<file path="src/rtl/multicycle_control.sv">
// rtl/multicycle_control.sv - multi-cycle MIPS-subset sequencer with per-state datapath strobes
// Optional JUMP_EN macro adds the JUMP state and decodes opcode 000010 as j.
module multicycle_control (
  input  logic       clk,
  input  logic       reset,
  input  logic [5:0] opcode,
  input  logic       mem_ready,
  output logic       pcwrite,
  output logic       pcwritecond,
  output logic       iord,
  output logic       memread,
  output logic       memwrite,
  output logic       irwrite,
  output logic       memtoreg,
  output logic       regdst,
  output logic       regwrite,
  output logic       alusrca,
  output logic [1:0] alusrcb,
  output logic       zext,
  output logic [1:0] aluop,
  output logic [1:0] pcsource,
  output logic       illegal,
  output logic [3:0] state
);

  localparam logic [5:0] OP_R   = 6'b000000;
  localparam logic [5:0] OP_LW  = 6'b100011;
  localparam logic [5:0] OP_SW  = 6'b101011;
  localparam logic [5:0] OP_BEQ = 6'b000100;
  localparam logic [5:0] OP_ORI = 6'b001101;
`ifdef JUMP_EN
  localparam logic [5:0] OP_J   = 6'b000010;
`endif

  typedef enum logic [3:0] {
    S_FETCH  = 4'd0,
    S_DECODE = 4'd1,
    S_MEMADR = 4'd2,
    S_MEMRD  = 4'd3,
    S_MEMWB  = 4'd4,
    S_MEMWR  = 4'd5,
    S_EXEC   = 4'd6,
    S_RWB    = 4'd7,
    S_BRANCH = 4'd8,
    S_ORIEX  = 4'd9,
    S_ORIWB  = 4'd10,
    S_JUMP   = 4'd11
  } state_t;

  state_t cur;

  always_ff @(posedge clk) begin
    if (reset) begin
      cur <= S_FETCH;
    end else begin
      case (cur)
        S_FETCH:  if (mem_ready) cur <= S_DECODE;
        S_DECODE: begin
          case (opcode)
            OP_R:          cur <= S_EXEC;
            OP_LW, OP_SW:  cur <= S_MEMADR;
            OP_BEQ:        cur <= S_BRANCH;
            OP_ORI:        cur <= S_ORIEX;
`ifdef JUMP_EN
            OP_J:          cur <= S_JUMP;
`endif
            default:       cur <= S_FETCH;
          endcase
        end
        // Only lw reaches here as anything but sw, so lw is the fallback.
        S_MEMADR: cur <= (opcode == OP_SW) ? S_MEMWR : S_MEMRD;
        S_MEMRD:  if (mem_ready) cur <= S_MEMWB;
        S_MEMWB:  cur <= S_FETCH;
        S_MEMWR:  if (mem_ready) cur <= S_FETCH;
        S_EXEC:   cur <= S_RWB;
        S_RWB:    cur <= S_FETCH;
        S_BRANCH: cur <= S_FETCH;
        S_ORIEX:  cur <= S_ORIWB;
        S_ORIWB:  cur <= S_FETCH;
`ifdef JUMP_EN
        S_JUMP:   cur <= S_FETCH;
`endif
        default:  cur <= S_FETCH;
      endcase
    end
  end

  logic opcode_known;
  logic pcsource_hi;
  logic pcsource_lo;

  always_comb begin
    opcode_known = (opcode == OP_R) || (opcode == OP_LW) || (opcode == OP_SW) ||
                   (opcode == OP_BEQ) || (opcode == OP_ORI);
`ifdef JUMP_EN
    if (opcode == OP_J) opcode_known = 1'b1;
`endif
  end

  always_comb begin
    pcwrite     = 1'b0;
    pcwritecond = 1'b0;
    iord        = 1'b0;
    memread     = 1'b0;
    memwrite    = 1'b0;
    irwrite     = 1'b0;
    memtoreg    = 1'b0;
    regdst      = 1'b0;
    regwrite    = 1'b0;
    alusrca     = 1'b0;
    alusrcb     = 2'b00;
    zext        = 1'b0;
    aluop       = 2'b00;
    pcsource_hi = 1'b0;
    pcsource_lo = 1'b0;
    illegal     = 1'b0;
    case (cur)
      S_FETCH: begin
        memread = 1'b1;
        alusrcb = 2'b01;
        pcwrite = mem_ready;
        irwrite = mem_ready;
      end
      S_DECODE: begin
        alusrcb = 2'b11;
        illegal = ~opcode_known;
      end
      S_MEMADR: begin
        alusrca = 1'b1;
        alusrcb = 2'b10;
      end
      S_MEMRD: begin
        memread = 1'b1;
        iord    = 1'b1;
      end
      S_MEMWB: begin
        regwrite = 1'b1;
        memtoreg = 1'b1;
      end
      S_MEMWR: begin
        memwrite = 1'b1;
        iord     = 1'b1;
      end
      S_EXEC: begin
        alusrca = 1'b1;
        aluop   = 2'b10;
      end
      S_RWB: begin
        regwrite = 1'b1;
        regdst   = 1'b1;
      end
      S_BRANCH: begin
        alusrca     = 1'b1;
        aluop       = 2'b01;
        pcwritecond = 1'b1;
        pcsource_lo = 1'b1;
      end
      S_ORIEX: begin
        alusrca = 1'b1;
        alusrcb = 2'b10;
        zext    = 1'b1;
        aluop   = 2'b11;
      end
      S_ORIWB: regwrite = 1'b1;
`ifdef JUMP_EN
      S_JUMP: begin
        pcwrite     = 1'b1;
        pcsource_hi = 1'b1;
      end
`endif
      default: ;
    endcase
  end

`ifdef JUMP_EN
  assign pcsource = {pcsource_hi, pcsource_lo};
`else
  logic unused_pcsource_hi;
  assign unused_pcsource_hi = pcsource_hi;
  assign pcsource = {1'b0, pcsource_lo};
`endif

  assign state = cur;

endmodule

</file>
<file path="config.mk">
export PLATFORM = sky130hd
export DESIGN_NAME = multicycle_control
export DESIGN_NICKNAME = d
export VERILOG_FILES = /design/src/rtl/multicycle_control.sv
export SDC_FILE = /design/constraint.sdc
export NUM_CORES = 1
export LEC_CHECK = 0
export BUFFER_PORTS_ARGS = -buffer_cell sky130_fd_sc_hd__buf_2
export CAP_MARGIN = 10
export CORE_AREA = 2 2 39 41
export CTS_CLUSTER_DIAMETER = 40
export DETAILED_ROUTE_END_ITERATION = 8
export DIE_AREA = 0 0 41 43
export GPL_TIMING_DRIVEN = 0
export PLACE_DENSITY_LB_ADDON = 0.15
export SYNTH_ARGS = -nofsm -noshare
export SYNTH_HDL_FRONTEND = slang
export SYNTH_SLANG_ARGS = --single-unit
</file>
<file path="constraint.sdc">
create_clock -name clk -period 2.4 [get_ports clk]
set_clock_uncertainty 0.2 [all_clocks]
set_input_delay 0.6 -clock clk [delete_from_list [all_inputs] [get_ports clk]]
set_output_delay 0.6 -clock clk [all_outputs]
set_load 0.1 [all_outputs]
</file>
==> impl_metrics.yaml <==
run_status:
  status: "finished with violations"
  failed_checks: "negative setup slack"
finish:
  regArea_um2: 95.1
  fill_cells: 91
  diodes: 0
  area_growth_syn_to_layout_pct: 124
  multiInputGateArea_um2: 538
  drive_gt1_share_pct: 73.1
  final_net_count: 119
  largest_reg_flops: 4
  final_util_pct: 79.7
worst_setup_path:
  end_kind: "primary output"
  crit_type: "input port to primary output"
  crit_arrival_ns: 1.68
  critPathMaxFanout: 4
  cp-start-kind: "input port"
  worst_ep_required_time_ns: 1.60
drt:
  wl_met3_um: 90
  drt_iter0_markers: 5
  top_layer: "met4"
  vias: 679
  wl_per_cell_um: 14.1
  antenna_left: 0
  firstDrtPassIters: 4
  wl_met2_um: 1020
  remaining_drc_errors: 0
  via_per_inst: 5.48
  wl_um: 1750
  met1_length_um: 640
logic_synthesis:
  synth_warnings: 0
  synth_top_cells_by_count: "nor2_1 (8), clkbuf_1 (6), nand2b_1 (5), or2_2 (5)"
  synth_ff_type: "dfxtp_1"
  synth_most_common_cell: "nor2_1"
  syn-cell-area_um2: 493
  syn-num-nets: 80
  ys_async_sr_fraction_pct: 0
  synth.avg_cell_area_um2: 6.94
  synth_cell_types: 32
  synth-edff-count: 0
  syn-instance-count: 71
  synth_seq_cells: 4
  seq_area_frac_synth_pct: 16.2
  ys_top_cells_by_area: "dfxtp_1 (16%), nor4b_1 (7.1%), nand2b_1 (6.3%)"
  yosysTopAreaCellShare_pct: 16.2
  yosysTopAreaCell: "dfxtp_1"
clock_tree:
  clkSinkCount: 4
  clockBufferDepth: 2
  clock_latency_ns: 0.24
  numCtsBuffers: 3
  tritoncts: "done"
  clock-root-buffer: "clkbuf_4"
  path_clk_slew_ns: 0.04
  cts_max_level: 1
timing:
  rsz0062_at_grt: "yes"
  period_minus_slack_ns: 2.48
  finalSetupViolations: 1
  clock.fmax_mhz: 404
  maxSlewViolCount: 0
  worst_slack_ns: -0.0751
  holdWs_ns: 0.468
  fin_tns_setup_ns: -0.0751
  layout_worst_path_cycle_share_pct: 103
  hold_viol_final: 0
floorplan:
  fp.dieH_um: 43
  die_area_um2: 1760
  fp.dieW_um: 41
  num_io_pins: 31
  num_rows: 14
  start_util_pct: 35.6
  core_um2: 1380
placement:
  portBuffers: 29
  post-dp-hpwl_um: 1160
  routabilityCongestion: 0.790
  place_worst_setup_slack_ns: -0.345
grt:
  grt_pass1_wl_um: 2680
  grt-ovfl-total: 0
  grt_pass1_vias: 617
  grt_usage_pct: 22.3
  grt_max_degree: 11
  antenna_found_initial: 0
run:
  maxCapViolations: 0
pwr:
  p_leak_nw: 0.477
  p_per_area_nw_per_um2: 324
  ir_worst_vdd_mv: 0.309
min_path:
  hold_class: "flip-flop to flip-flop"
routing by layer:
layer | track usage (%) | up-vias
li1 | - | 332
met1 | 26.2 | 321
met2 | 35.3 | 24
met3 | 8.38 | 2
met4 | 8.00 | 0
met5 | 0 | -
critical path, stage by stage:
cell and delay, ns:
buf_8 0.10, or4b_4 0.55, a21oi_4 0.17, nor4b_4 0.07, buf_6 0.18
kinds of logic after synthesis:
group                  synth area share, %
other                                0.761
buffers and inverters                 9.90
flip-flops                            16.2
XOR/XNOR                              1.78
AND/OR/NAND/NOR                       45.7
AO/OA/AOI/OAI                         25.6
stage by stage:
stage	cell area [µm²]	power, mW	instances
5_1_grt	1100	0.377	124
2_1_floorplan	739	0.218	71
4_1_cts	1030	0.353	119
3_5_place_dp	905	0.245	116
3_3_place_gp	905	0.244	116
6_report	1100	0.358	124
timing repair:
item                       4_1_cts  5_1_grt
hold buffers                     0        0
pin swaps                        2        5
setup buffers                    0        6
gates resized for setup         31       11
setup endpoints to repair       16        8
worst paths after layout:
path,start,endpoint,slack (ns),depth (start not counted)
max reg2reg,state[2]$_SDFFE_PP0P_,state[1]$_SDFFE_PP0P_,0.89,4
min reg2reg,state[0]$_SDFFE_PP0P_,state[3]$_SDFFE_PP0P_,0.47,2
max,opcode[1],illegal,-0.08,5
min,state[0]$_SDFFE_PP0P_,state[3]$_SDFFE_PP0P_,0.47,2
power breakdown:
group	switching [mW]	internal, mW
clock	0.0308	0.0561
sequential	0.00304	0.0657
combinational	0.134	0.0678
cell type report:
cell class | count | share of cell area [%]
flip-flops and latches | 4 | 8.62
clock buffers | 3 | 2.04
repair buffers | 35 | 27.4
well taps | 16 | 1.81
plain buffers | 8 | 11.0
inverters | 1 | 0.340
multi-input cells | 57 | 48.8
cell usage in the layout, fill, tap and decap left out, types with 3 or more instances in the layout:
cell and count:
nand2b_4 3, buf_4 15, buf_6 5, nor2_4 5, or2_2 4, buf_2 11
nand2_1 3, dfxtp_4 4, buf_12 4, clkbuf_4 4
(Power assumes the default switching activity.)
